File: src/rtl/trig_pkg.sv
`default_nettype none
// +----------------------------------------------------------------------+
// | Module      : trig_pkg                                               |
// | Description : Shared FSM state encoding and edge-mode encodings for  |
// |               the external trigger generator.                        |
// | Revision    : 1.0 - initial release                                  |
// +----------------------------------------------------------------------+
package trig_pkg;

  // One-hot trigger FSM states
  typedef enum logic [3:0] {
    ST_IDLE    = 4'b0001,
    ST_DELAY   = 4'b0010,
    ST_PULSE   = 4'b0100,
    ST_HOLDOFF = 4'b1000
  } trig_state_e;

  // Bit positions inside the one-hot state vector
  localparam int c_IDLE_BIT  = 0;
  localparam int c_PULSE_BIT = 2;

  // i_edge_mode encodings
  localparam logic [1:0] EDGE_RISE = 2'b00;
  localparam logic [1:0] EDGE_FALL = 2'b01;
  localparam logic [1:0] EDGE_BOTH = 2'b10;
  localparam logic [1:0] EDGE_NONE = 2'b11;

  // Turns rise/fall strobes into a single qualified-edge strobe
  function automatic logic edge_qualify(input logic [1:0] mode,
                                        input logic       rise,
                                        input logic       fall);
    logic q;
    q = 1'b0;
    case (mode)
      EDGE_RISE: q = rise;
      EDGE_FALL: q = fall;
      EDGE_BOTH: q = rise | fall;
      EDGE_NONE: q = 1'b0;
      default:   q = 1'b0;
    endcase
    return q;
  endfunction

endpackage
`default_nettype wire

File: src/rtl/trig_filter.sv
`default_nettype none
// +----------------------------------------------------------------------+
// | Module      : trig_filter                                            |
// | Description : 2-flop synchroniser, stability glitch filter and       |
// |               rise/fall edge strobes for the external trigger.       |
// | Revision    : 1.0 - initial release                                  |
// +----------------------------------------------------------------------+
module trig_filter #(
  parameter int FILT_LEN = 4
) (
  input  logic i_clk100M,
  input  logic i_rst_n,
  input  logic trig_i,
  output logic rise_o,
  output logic fall_o
);

  localparam int            CW     = (FILT_LEN > 1) ? $clog2(FILT_LEN) : 1;
  localparam logic [CW-1:0] c_LAST = CW'(FILT_LEN - 1);

  logic          sync1_q, sync2_q;
  logic          filt_q, filt_d;
  logic          filt_prev_q;
  logic [CW-1:0] stab_q, stab_d;

  // Bring the asynchronous trigger into the clock domain
  always_ff @(posedge i_clk100M or negedge i_rst_n) begin
    if (!i_rst_n) begin
      sync1_q <= 1'b0;
      sync2_q <= 1'b0;
    end else begin
      sync1_q <= trig_i;
      sync2_q <= sync1_q;
    end
  end

  // Count consecutive cycles the synchronised level differs from the filtered one
  always_comb begin
    filt_d = filt_q;
    stab_d = '0;
    if (sync2_q != filt_q) begin
      if (stab_q == c_LAST) begin
        filt_d = sync2_q;
      end else begin
        stab_d = stab_q + CW'(1);
      end
    end
  end

  // Filtered level, its previous value and the stability counter
  always_ff @(posedge i_clk100M or negedge i_rst_n) begin
    if (!i_rst_n) begin
      filt_q      <= 1'b0;
      filt_prev_q <= 1'b0;
      stab_q      <= '0;
    end else begin
      filt_q      <= filt_d;
      filt_prev_q <= filt_q;
      stab_q      <= stab_d;
    end
  end

  assign rise_o = filt_q & ~filt_prev_q;
  assign fall_o = ~filt_q & filt_prev_q;

endmodule
`default_nettype wire

File: src/rtl/ext_trig_gen.sv
`default_nettype none
// +----------------------------------------------------------------------+
// | Module      : ext_trig_gen                                           |
// | Description : Filtered external trigger -> delayed, width-controlled |
// |               pulse with holdoff, plus accept/miss counters.         |
// | Revision    : 1.0 - initial release                                  |
// +----------------------------------------------------------------------+
module ext_trig_gen #(
  parameter int DELAY_W  = 16,
  parameter int PULSE_W  = 8,
  parameter int FILT_LEN = 4,
  parameter int CNT_W    = 16
) (
  input  logic               i_clk100M,
  input  logic               i_rst_n,
  input  logic               i_trig_in,
  input  logic               i_enable,
  input  logic [1:0]         i_edge_mode,
  input  logic [DELAY_W-1:0] i_delay,
  input  logic [PULSE_W-1:0] i_pulse_w,
  input  logic [DELAY_W-1:0] i_holdoff,
  input  logic               i_cnt_clr,
  output logic               o_trig_recv,
  output logic               o_busy,
  output logic [CNT_W-1:0]   o_trig_cnt,
  output logic [CNT_W-1:0]   o_miss_cnt
);

  import trig_pkg::*;

  // One timer serves delay, pulse and holdoff, so it spans the wider field
  localparam int TW = (DELAY_W > PULSE_W) ? DELAY_W : PULSE_W;

  trig_state_e        state_q, state_d;
  logic [TW-1:0]      tmr_q, tmr_d;
  logic [PULSE_W-1:0] pw_q, pw_d;
  logic [DELAY_W-1:0] ho_q, ho_d;
  logic [CNT_W-1:0]   trig_cnt_q, trig_cnt_d;
  logic [CNT_W-1:0]   miss_cnt_q, miss_cnt_d;
  logic               rise, fall, qual, accept, miss;

  trig_filter #(
    .FILT_LEN (FILT_LEN)
  ) u_filter (
    .i_clk100M (i_clk100M),
    .i_rst_n   (i_rst_n),
    .trig_i    (i_trig_in),
    .rise_o    (rise),
    .fall_o    (fall)
  );

  assign qual = edge_qualify(i_edge_mode, rise, fall);

  // Next-state, timer reload/decrement and configuration latch
  always_comb begin
    state_d = state_q;
    tmr_d   = tmr_q;
    pw_d    = pw_q;
    ho_d    = ho_q;
    accept  = 1'b0;
    miss    = 1'b0;
    if (!i_enable) begin
      state_d = ST_IDLE;
    end else begin
      case (state_q)
        ST_IDLE: begin
          if (qual) begin
            accept = 1'b1;
            pw_d   = i_pulse_w;
            ho_d   = i_holdoff;
            // A delay of 0 or 1 means the pulse starts on the very next cycle
            if ((i_delay == '0) || (i_delay == DELAY_W'(1))) begin
              state_d = ST_PULSE;
              tmr_d   = TW'(i_pulse_w);
            end else begin
              state_d = ST_DELAY;
              tmr_d   = TW'(i_delay) - TW'(1);
            end
          end
        end
        ST_DELAY: begin
          miss = qual;
          if (tmr_q == TW'(1)) begin
            state_d = ST_PULSE;
            tmr_d   = TW'(pw_q);
          end else begin
            tmr_d = tmr_q - TW'(1);
          end
        end
        ST_PULSE: begin
          miss = qual;
          // Width 0 behaves as width 1
          if ((tmr_q == '0) || (tmr_q == TW'(1))) begin
            if (ho_q == '0) begin
              state_d = ST_IDLE;
            end else begin
              state_d = ST_HOLDOFF;
              tmr_d   = TW'(ho_q);
            end
          end else begin
            tmr_d = tmr_q - TW'(1);
          end
        end
        ST_HOLDOFF: begin
          miss = qual;
          if (tmr_q == TW'(1)) begin
            state_d = ST_IDLE;
          end else begin
            tmr_d = tmr_q - TW'(1);
          end
        end
        default: state_d = ST_IDLE;
      endcase
    end
  end

  // Saturating counters; a clear wins over a coincident increment
  always_comb begin
    trig_cnt_d = trig_cnt_q;
    miss_cnt_d = miss_cnt_q;
    if (accept && (trig_cnt_q != '1)) trig_cnt_d = trig_cnt_q + CNT_W'(1);
    if (miss && (miss_cnt_q != '1))   miss_cnt_d = miss_cnt_q + CNT_W'(1);
    if (i_cnt_clr) begin
      trig_cnt_d = '0;
      miss_cnt_d = '0;
    end
  end

  // State, timer, latched configuration and counter registers
  always_ff @(posedge i_clk100M or negedge i_rst_n) begin
    if (!i_rst_n) begin
      state_q    <= ST_IDLE;
      tmr_q      <= '0;
      pw_q       <= '0;
      ho_q       <= '0;
      trig_cnt_q <= '0;
      miss_cnt_q <= '0;
    end else begin
      state_q    <= state_d;
      tmr_q      <= tmr_d;
      pw_q       <= pw_d;
      ho_q       <= ho_d;
      trig_cnt_q <= trig_cnt_d;
      miss_cnt_q <= miss_cnt_d;
    end
  end

  // Outputs come straight from one-hot state flops
  assign o_trig_recv = state_q[c_PULSE_BIT];
  assign o_busy      = ~state_q[c_IDLE_BIT];
  assign o_trig_cnt  = trig_cnt_q;
  assign o_miss_cnt  = miss_cnt_q;

endmodule
`default_nettype wire

File: config.mk
export PLATFORM = sky130hd
export DESIGN_NAME = ext_trig_gen
export DESIGN_NICKNAME = d
export VERILOG_FILES = /design/src/rtl/trig_pkg.sv /design/src/rtl/trig_filter.sv /design/src/rtl/ext_trig_gen.sv
export SDC_FILE = /design/constraint.sdc
export NUM_CORES = 1
export LEC_CHECK = 0
export CAP_MARGIN = 20
export CORE_MARGIN = 1
export CORE_UTILIZATION = 58
export CTS_BUF_LIST = sky130_fd_sc_hd__clkbuf_4 sky130_fd_sc_hd__clkbuf_8 sky130_fd_sc_hd__clkbuf_16
export CTS_CLUSTER_DIAMETER = 150
export DETAILED_ROUTE_END_ITERATION = 8
export PLACE_DENSITY = 0.84
export SLEW_MARGIN = 0
export SYNTH_ARGS = -nofsm -noshare
export SYNTH_HDL_FRONTEND = slang
export SYNTH_SLANG_ARGS = --single-unit
File: constraint.sdc
create_clock -name i_clk100M -period 6.8 [get_ports i_clk100M]
set_input_delay 1.36 -clock i_clk100M [delete_from_list [all_inputs] [get_ports i_clk100M]]
set_output_delay 1.36 -clock i_clk100M [all_outputs]
set_load 0.03 [all_outputs]
======== Word-level counts from Yosys, hierarchy flattened ========
Index checks and enable logic that the tools add are counted.
operators by class
  add/sub/neg operators ................... 5
  eq/ne operators ......................... 20
  mux-type cells .......................... 27
  bitwise gates (word level) .............. 6
  reduce and logical (&&, ||, !) cells .... 16
operator list
  kind                                                   count
  2-to-1 mux 16 bit                                      10
  case mux 16 bit (4 select lines)                       1
  zero test 16 bit                                       3
  adder 16 x 1 -> 16 bit (second input constant)         2
  equality test 16 x 1 -> 1 bit (second input constant)  2
  inequality test 16 bit (second input constant)         2
  subtractor 16 x 1 -> 16 bit (second input constant)    2
  2-to-1 mux 4 bit                                       6
  case mux 4 bit (4 select lines)                        1
  inequality test 3 bit (second input constant)          5
  equality test 2 bit (second input constant)            3
  2-to-1 mux 1 bit                                       5
  AND reduction 5 bit                                    1
  equality test 4 x 1 -> 1 bit (second input constant)   1
  equality test 4 x 2 -> 1 bit (second input constant)   1
  equality test 4 x 3 -> 1 bit (second input constant)   1
  equality test 4 bit (second input constant)            1
  2-to-1 mux 2 bit                                       2
  inequality test 2 bit (second input constant)          2
  case mux 1 bit (4 select lines)                        1
  AND reduction 4 bit                                    1
  nonzero test 2 bit                                     2
  nonzero test 4 bit                                     1
  2-to-1 mux 3 bit                                       1
  other kinds (12)                                       17
word-level totals
  register bits after elaboration ......... 82

======== Depth between registers and ports, before layout ========
Gate-level depths: netlist (run 1).
  depth in word-level cells ............... 10
  mapped depth ............................ 9

======== Hierarchy ========
From an unflattened synthesis (run 1), not the netlist that was laid out.
second synthesis, totals
  cells, all modules ...................... 473
  area, all modules ....................... 4758.3 sq um
modules (own cells, without submodules)
  module        instances  cells an instance  area an instance (sq um)  sequential area each (sq um)
  ext_trig_gen  1          460                4545.6                    1903.1
  trig_filter   1          13                 212.7                     150.1

======== Least setup slack after synthesis (run 1) ========
Ideal clock, no wire load.
  path kind ............................... in2reg
  start point ............................. in i_delay[5]
  end point ............................... reg tmr_q[6]
  arrival time ............................ 3159 ps
  data required time ...................... 6679 ps
  slack ................................... 3520 ps
  stages .................................. 7
  buffers on the path ..................... 1
  cell sequence ........................... nor4_2 > o211ai_1 > or2_2 > clkbuf_1 > o21ai_0 > o311ai_0 > a22o_1
on the way
  cells in the longest elaborated chain, start to end .. 5
RTL lines
  element                                                                              RTL line             text
  from (decl)                                                                          ext_trig_gen.sv:19   input logic [DELAY_W-1:0] i_delay,
  parallel branches: the longest is 2 deep, another holds subtractor 16 x 1 -> 16 bit  --
  2-to-1 mux 16 bit *                                                                  ext_trig_gen.sv:72   if ((i_delay == '0) || (i_delay == DELAY_W'(1))) begin
  2-to-1 mux 16 bit *                                                                  ext_trig_gen.sv:67   if (qual) begin
  case mux 16 bit (4 select lines) *                                                   ext_trig_gen.sv:65   case (state_q)
  to (signal assigned)                                                                 ext_trig_gen.sv:140  tmr_q <= tmr_d;
  to (decl)                                                                            ext_trig_gen.sv:35   logic [TW-1:0] tmr_q, tmr_d;
Mark *: on every way between the ends. The select of a mux whose other input is x is not followed.
A chain may end at the register's enable or synchronous reset.

======== Final worst setup path (run 1) ========
  start point ............................. in i_edge_mode[0]
  end point ............................... reg tmr_q[13]
on the way
  cells in the longest elaborated chain, start to end .. 4
RTL lines
  element                                            RTL line            text
  from (decl)                                        ext_trig_gen.sv:18  input logic [1:0] i_edge_mode,
  equality test 2 bit, or another cell as far along  trig_pkg.sv:34      case (mode)
  case mux 1 bit (4 select lines) *                  trig_pkg.sv:34
  inequality test 2 bit (no source line) *           --
  AND reduction 5 bit (no source line) *             --
Mark *: on every way between the ends. The rest lies on a longest branch, timed or not.

==> results of run 1 <==
==> worst register-to-register path, stage by stage, from the launching register on <==
cell and delay, ns:
dfrtp_1 0.47, or4_4 0.62, or4_1 0.60, nor4_4 0.93
a21boi_2 0.46, clkinv_1 0.30, o2bb2ai_1 0.12
==> report_power, final <==
| part | switching (uW) | total, uW | internal (uW) |
|---|---|---|---|
| sequential | 141 | 756 | 615 |
| combinational | 235 | 421 | 186 |
| clock | 186 | 361 | 175 |
==> placed cells by master, fill, tap and decap left out, drive strengths merged, types with 8 or more instances in the layout <==
cell           netlist  final
nor2                53     53
xor2                22     22
o21ai               36     36
nand2               89     89
clkbuf              14     10
nor4                16     16
dfrtp               81     81
nand3               14     14
o2bb2ai              8      8
nand4               15     15
ha                  10     10
clkdlybuf4s50        0     79
inv                 14     15
o211ai              11     11
xnor2               14     14
a21oi               14     14
or3                  9      9
nor3                17     17
a22o                 8      8
==> logic make-up after synthesis <==
| kind of cell | Yosys count | share of synthesized area |
|---|---|---|
| AOI/OAI and AO/OA | 116 | 0.1734 |
| xor gates and xnor gates | 36 | 0.06542 |
| adders and majority gates | 10 | 0.02596 |
| buffers and inverters | 35 | 0.03608 |
| DFF | 82 | 0.4260 |
| muxes | 4 | 0.008567 |
| and+or+nand+nor | 252 | 0.2645 |
==> flip-flops by register name, indices dropped and copies added, names as in the netlist <==
register / cells
u_filter.sync2_q: 1
u_filter.filt_q: 1
u_filter.sync1_q: 1
u_filter.stab_q: 2
o_trig_cnt: 16
u_filter.filt_prev_q: 1
ho_q: 16
state_q: 4
pw_q: 8
o_miss_cnt: 16
tmr_q: 16
==> layout make-up <==
class | instances | area, sq um | area share
tap | 102 | 127.6 | 0.02156
timing repair buffer | 85 | 875.8 | 0.1479
clock inverter | 6 | 65.06 | 0.01099
clock buffer | 10 | 131.4 | 0.02219
sequential | 82 | 2053 | 0.3468
inverter | 15 | 56.30 | 0.009510
multi-input combinational | 418 | 2611 | 0.4410
==> routing by layer <==
metal  part of all wire  vias to the layer above
li1                   -                     2097
met1               0.42                     2163
met2               0.48                      225
met3              0.076                       30
met4              0.022                        0
met5                  0                        -
==> metrics by stage <==
step,instances,cell area [sq um],hold slack (ns),utilization,worst slack (ns)
2_1_floorplan,535,4820,0.3312,-,3.520
3_3_place_gp,700,5669,0.3389,0.7188,2.648
3_5_place_dp,700,5669,0.3397,0.7188,2.437
4_1_cts,716,5866,0.3591,0.7437,2.802
5_1_grt,718,5921,0.3676,0.7506,2.488
6_report,718,5921,0.3614,0.7506,2.757
==> how the worst max path moves through the flow <==
| stage | end | slack, ns | cells past startpoint |
|---|---|---|---|
| detailed placement | tmr_q[13]$_DFFE_PN0P_ | 2.44 | 7 |
| global placement | tmr_q[1]$_DFFE_PN0P_ | 2.65 | 7 |
| global route | tmr_q[10]$_DFFE_PN0P_ | 2.49 | 7 |
| finish | tmr_q[13]$_DFFE_PN0P_ | 2.76 | 7 |
| floorplan | tmr_q[6]$_DFFE_PN0P_ | 3.52 | 7 |
| CTS | tmr_q[13]$_DFFE_PN0P_ | 2.80 | 7 |
==> results_dict.tcl, run 1 <==
set metrics [dict create \
    rows 32 \
    synth_area_leaders "dfrtp_1 42%, nand2_1 6.9%, nor2_1 4.1%, xor2_1 4.0%, o21ai_0 3.4%" \
    gr-usage-met2 0.4902 \
    io_pins 81 \
    synth_most_common_cell "nand2_1" \
    fmax_ghz 0.2473 \
    netlist_area_sq_um 4820 \
    yosys_warnings 0 \
    async_reset_ff_frac 1.000 \
    routabilityCongestion 0.9583 \
    hold_path_end "u_filter.sync2_q$_DFF_PN0_" \
    dpl.hpwl_um 9103 \
    wl_um 12650 \
    slowest_stage "a21boi_2" \
    cp-start-kind "primary input" \
    dieHeight_um 93.16 \
    antenna_found_initial 0 \
    drtIter0Drc 486 \
    holdCritPathClass "reg -> reg" \
    crit_arrival_ns 4.32 \
    diodes 0 \
    hold_path_depth 0 \
    htreeDepth 3 \
    syn-instance-count 535 \
    worstReg2RegEnd "tmr_q[13]$_DFFE_PN0P_" \
    r2r_slack_ns 3.19 \
    overflow 0 \
    worst_slew_pin_slew_ns 1.016 \
    power_density_nw_per_um2 259.7 \
    drv_cap 0 \
    coreArea_sq_um 7888 \
    post_cts_buffers 0 \
    remaining_drc_errors 0 \
    synth_edf_count 0 \
    cts_made_buffers 9 \
    finalSetupViolations 0 \
    grt_pass1_wl_um 20530 \
    ctsResizeCount 0 \
    vias_per_cell 6.288 \
    avgRoutedWirePerCell_um 17.62 \
    path_max_fanout 25 \
    crit_family "compound AO/OA/AOI/OAI gates" \
    ys.flop_type "dfrtp_1" \
    vias 4515 \
    grt_pass1_vias 4252 \
    syn_area_per_cell_sq_um 9.009 \
    layout.nets 668 \
    finalMaxSlewViolations 0 \
    use_met1 0.4134 \
    initial_core_util 0.6110 \
    hold_buffers 0 \
    io_buffers 80 \
    syn_nets 592 \
    relSlewSlack 0.3173 \
    fin_worst_skew_ns 0.01187 \
    clk_pin_slew_worst_paths_ns 0.09 \
    firstDrtPassIters 5 \
    area_growth_pct 22.85 \
    synth_top_area_frac 0.4206 \
    root_buffer "clkbuf_8" \
    die_area_sq_um 8678 \
    max_stage_delay_ns 0.78 \
    synthDistinctLibCells 67 \
    rsz0062_at_grt "no" \
    ys_ff_latch 82 \
    ant_nets 0 \
    layout-drive-gt1-share 0.06656 \
    ff2ff_path_depth 6 \
    setup_tns_ns 0 \
    yosysTopAreaCell "dfrtp_1" \
    busiest_layer "met2" \
    crit_start "i_edge_mode[0]" \
    met3_usage 0.04959 \
    worstSetupPathType "in -> reg" \
    period_share 0.5946 \
    required_ns 7.08 \
    power_uw 1538 \
    cp_num_buf_inv 2 \
    hold_start "u_filter.sync1_q$_DFF_PN0_" \
    crit_chain "clkdlybuf4s50_1 > o21ai_0 > o211ai_1 > a221oi_1 > a21boi_2 > clkinv_1 > o2bb2ai_1" \
    cts_sinks 82 \
    ir_drop_mv 0.2078 \
    grt_usage 0.3037 \
    grt_start_max_net_pins 83 \
    power_leakage_uw 0.002435 \
    synth_common_cells "89 x nand2_1, 81 x dfrtp_1, 53 x nor2_1, 33 x o21ai_0, 22 x xor2_1" \
    synth_seq_area_share 0.4260 \
    r2r_start "tmr_q[8]$_DFFE_PN0P_" \
    die_w_um 93.16 \
    finalHoldViolCount 0 \
    fillers 568 \
    cts_max_path_buffers 2 \
    tritoncts "built" \
    insertion_delay_ns 0.37 \
    status "finished clean" \
    end_kind "flip-flop" \
    min_period_ns 4.043 \
]
Note: power is estimated with default switching activity, not from simulation.
==> run 2, diff against run 1 <==
--- a/config.mk
+++ b/config.mk
@@ -7,11 +7,11 @@
 export LEC_CHECK = 0
 export CAP_MARGIN = 20
 export CORE_MARGIN = 1
-export CORE_UTILIZATION = 58
+export CORE_UTILIZATION = 49
 export CTS_BUF_LIST = sky130_fd_sc_hd__clkbuf_4 sky130_fd_sc_hd__clkbuf_8 sky130_fd_sc_hd__clkbuf_16
 export CTS_CLUSTER_DIAMETER = 150
 export DETAILED_ROUTE_END_ITERATION = 8
-export PLACE_DENSITY = 0.84
+export PLACE_DENSITY = 0.75
 export SLEW_MARGIN = 0
 export SYNTH_ARGS = -nofsm -noshare
 export SYNTH_HDL_FRONTEND = slang
==> constraint.sdc (replaced) <==
create_clock -name i_clk100M -period 3.6 [get_ports i_clk100M]
set_input_delay 0.72 -clock i_clk100M [delete_from_list [all_inputs] [get_ports i_clk100M]]
set_output_delay 0.72 -clock i_clk100M [all_outputs]
set_load 0.03 [all_outputs]
==> run 2 against run 1 <==
Clock skew grew 0.0033 ns. Clock power grew 89%. Core utilization shrank 11 points. Highest routed layer unchanged. Die area grew 18%. Routed wire length shrank 2.5%. Critical path depth is the same. Worst setup slack lost 2.3 ns.
==> results_dict.tcl, run 2 (synthesis gave the netlist of run 1 again) <==
set metrics [dict create \
    status "finished clean" \
    finalMaxSlewViolations 0 \
    io_buffers 80 \
    insertion_delay_ns 0.35 \
    power_uw 2902 \
    crit_family "simple AND/OR/NAND/NOR gates" \
    antenna_found_initial 0 \
    finalSetupViolations 0 \
    wl_um 12330 \
    clk_pin_slew_worst_paths_ns 0.09 \
    routabilityCongestion 0.9225 \
    final_common_cell "nand2_1" \
    grt_usage 0.2537 \
    initial_core_util 0.5143 \
    period_share 0.8818 \
    cp_num_buf_inv 1 \
    grt_start_max_net_pins 83 \
    rows 35 \
    post_cts_buffers 0 \
    vias 4427 \
    max_stage_delay_ns 0.60 \
    path_max_fanout 12 \
    power_leakage_uw 0.002450 \
    die_w_um 101.2 \
    cts_max_path_buffers 2 \
    fin_worst_skew_ns 0.01513 \
    hold-worst-slack_ns 0.1834 \
    root_buffer "clkbuf_8" \
    dpl.hpwl_um 9126 \
    dieHeight_um 101.2 \
    layout-drive-gt1-share 0.07407 \
    r2r_start "tmr_q[8]$_DFFE_PN0P_" \
    die_area_sq_um 10240 \
    overflow 0 \
    ir_drop_mv 0.3083 \
    htreeDepth 3 \
    worstSetupPathType "reg -> reg" \
    io_pins 81 \
    tritoncts "built" \
    area_growth_pct 24.01 \
    vias_per_cell 5.903 \
    cts_sinks 82 \
    finalHoldViolCount 0 \
    relSlewSlack 0.4702 \
    layout.nets 673 \
    worst_slew_pin_slew_ns 0.7900 \
    hold_buffers 0 \
    end_kind "flip-flop" \
    ant_nets 0 \
    avgRoutedWirePerCell_um 16.44 \
    ff2ff_path_depth 7 \
    layout_common_cells "89 x nand2_1, 81 x dfrtp_1, 79 x clkdlybuf4s50_1" \
    slowest_stage "or4_4" \
    diodes 0 \
    min_period_ns 3.174 \
    crit_chain "or4_4 > or4_1 > o31ai_4 > and2_1 > buf_4 > o211ai_1 > a22o_1" \
    drv_cap 0 \
    coreArea_sq_um 9371 \
    cts_made_buffers 9 \
    setup_tns_ns 0 \
    fmax_ghz 0.3150 \
    power_density_nw_per_um2 485.6 \
    ctsResizeCount 0 \
    grt_pass1_wl_um 20300 \
    worstReg2RegEnd "tmr_q[7]$_DFFE_PN0P_" \
    r2r_slack_ns 0.43 \
    remaining_drc_errors 0 \
    cp-start-kind "flip-flop" \
    required_ns 3.84 \
    rsz0062_at_grt "no" \
    crit_arrival_ns 3.42 \
    holdCritPathClass "in -> async" \
    grt_pass1_vias 4193 \
    firstDrtPassIters 5 \
    drtIter0Drc 323 \
]
==> run 2: cell count changes in the layout (fill, tap and decap cells not counted) <==
cell | previous run | this run
clkinvlp_4 | 1 | 2
buf_4 | 4 | 10
clkbuf_4 | 1 | 2
buf_16 | 2 | 1
clkinv_2 | 2 | 0
==> run 2: cell type report <==
| class | count | area, sq um |
|---|---|---|
| multi-input combinational | 418 | 2611 |
| timing repair buffer | 90 | 893.4 |
| clock buffer | 11 | 138.9 |
| fill | 841 | 3395 |
| inverter | 15 | 56.30 |
| sequential | 82 | 2053 |
| tap | 129 | 161.4 |
| clock inverter | 5 | 62.56 |
==> run 2: how the worst max path moves through the flow <==
stage,from,to,slack [ns],depth (start not counted)
floorplan,tmr_q[8]$_DFFE_PN0P_,tmr_q[4]$_DFFE_PN0P_,0.92,8
global placement,i_delay[12],tmr_q[3]$_DFFE_PN0P_,0.51,7
detailed placement,i_delay[12],tmr_q[6]$_DFFE_PN0P_,0.40,7
CTS,tmr_q[8]$_DFFE_PN0P_,tmr_q[7]$_DFFE_PN0P_,0.43,7
global route,tmr_q[8]$_DFFE_PN0P_,tmr_q[7]$_DFFE_PN0P_,0.31,7
finish,tmr_q[8]$_DFFE_PN0P_,tmr_q[7]$_DFFE_PN0P_,0.43,7
==> run 2: power by group <==
part           switching, uW  leakage [uW]  total (uW)  internal (uW)
combinational            438       0.00129         792            353
sequential               267       0.00107        1430           1160
clock                    341     0.0000970         682            340
total                   1050       0.00245        2900           1860
==> run 2: metrics by stage <==
step | utilization | cell area (sq um) | std cells | worst slack [ns]
after global placement | 0.6134 | 5748 | 733 | 0.5146
after detailed placement | 0.6134 | 5748 | 733 | 0.4025
after CTS | 0.6348 | 5949 | 749 | 0.4274
after global routing | 0.6378 | 5977 | 750 | 0.3068
final | 0.6378 | 5977 | 750 | 0.4257
after floorplan | - | 4820 | 535 | 0.9213
==> run 2: worst reg2reg max path, cell delays in order (launching register included) <==
cell and delay, ns:
dfrtp_1 0.47, or4_4 0.60, or4_1 0.60, o31ai_4 0.40
and2_1 0.39, buf_4 0.24, o211ai_1 0.11, a22o_1 0.26
==> run 2: layer usage <==
metal / wire length (um) / up-vias / global-route usage
li1: - / 2120 / -
met1: 5524 / 2141 / 0.3479
met2: 5842 / 150 / 0.4040
met3: 783 / 16 / 0.05452
met4: 180 / 0 / 0.07915
met5: 0 / - / 0
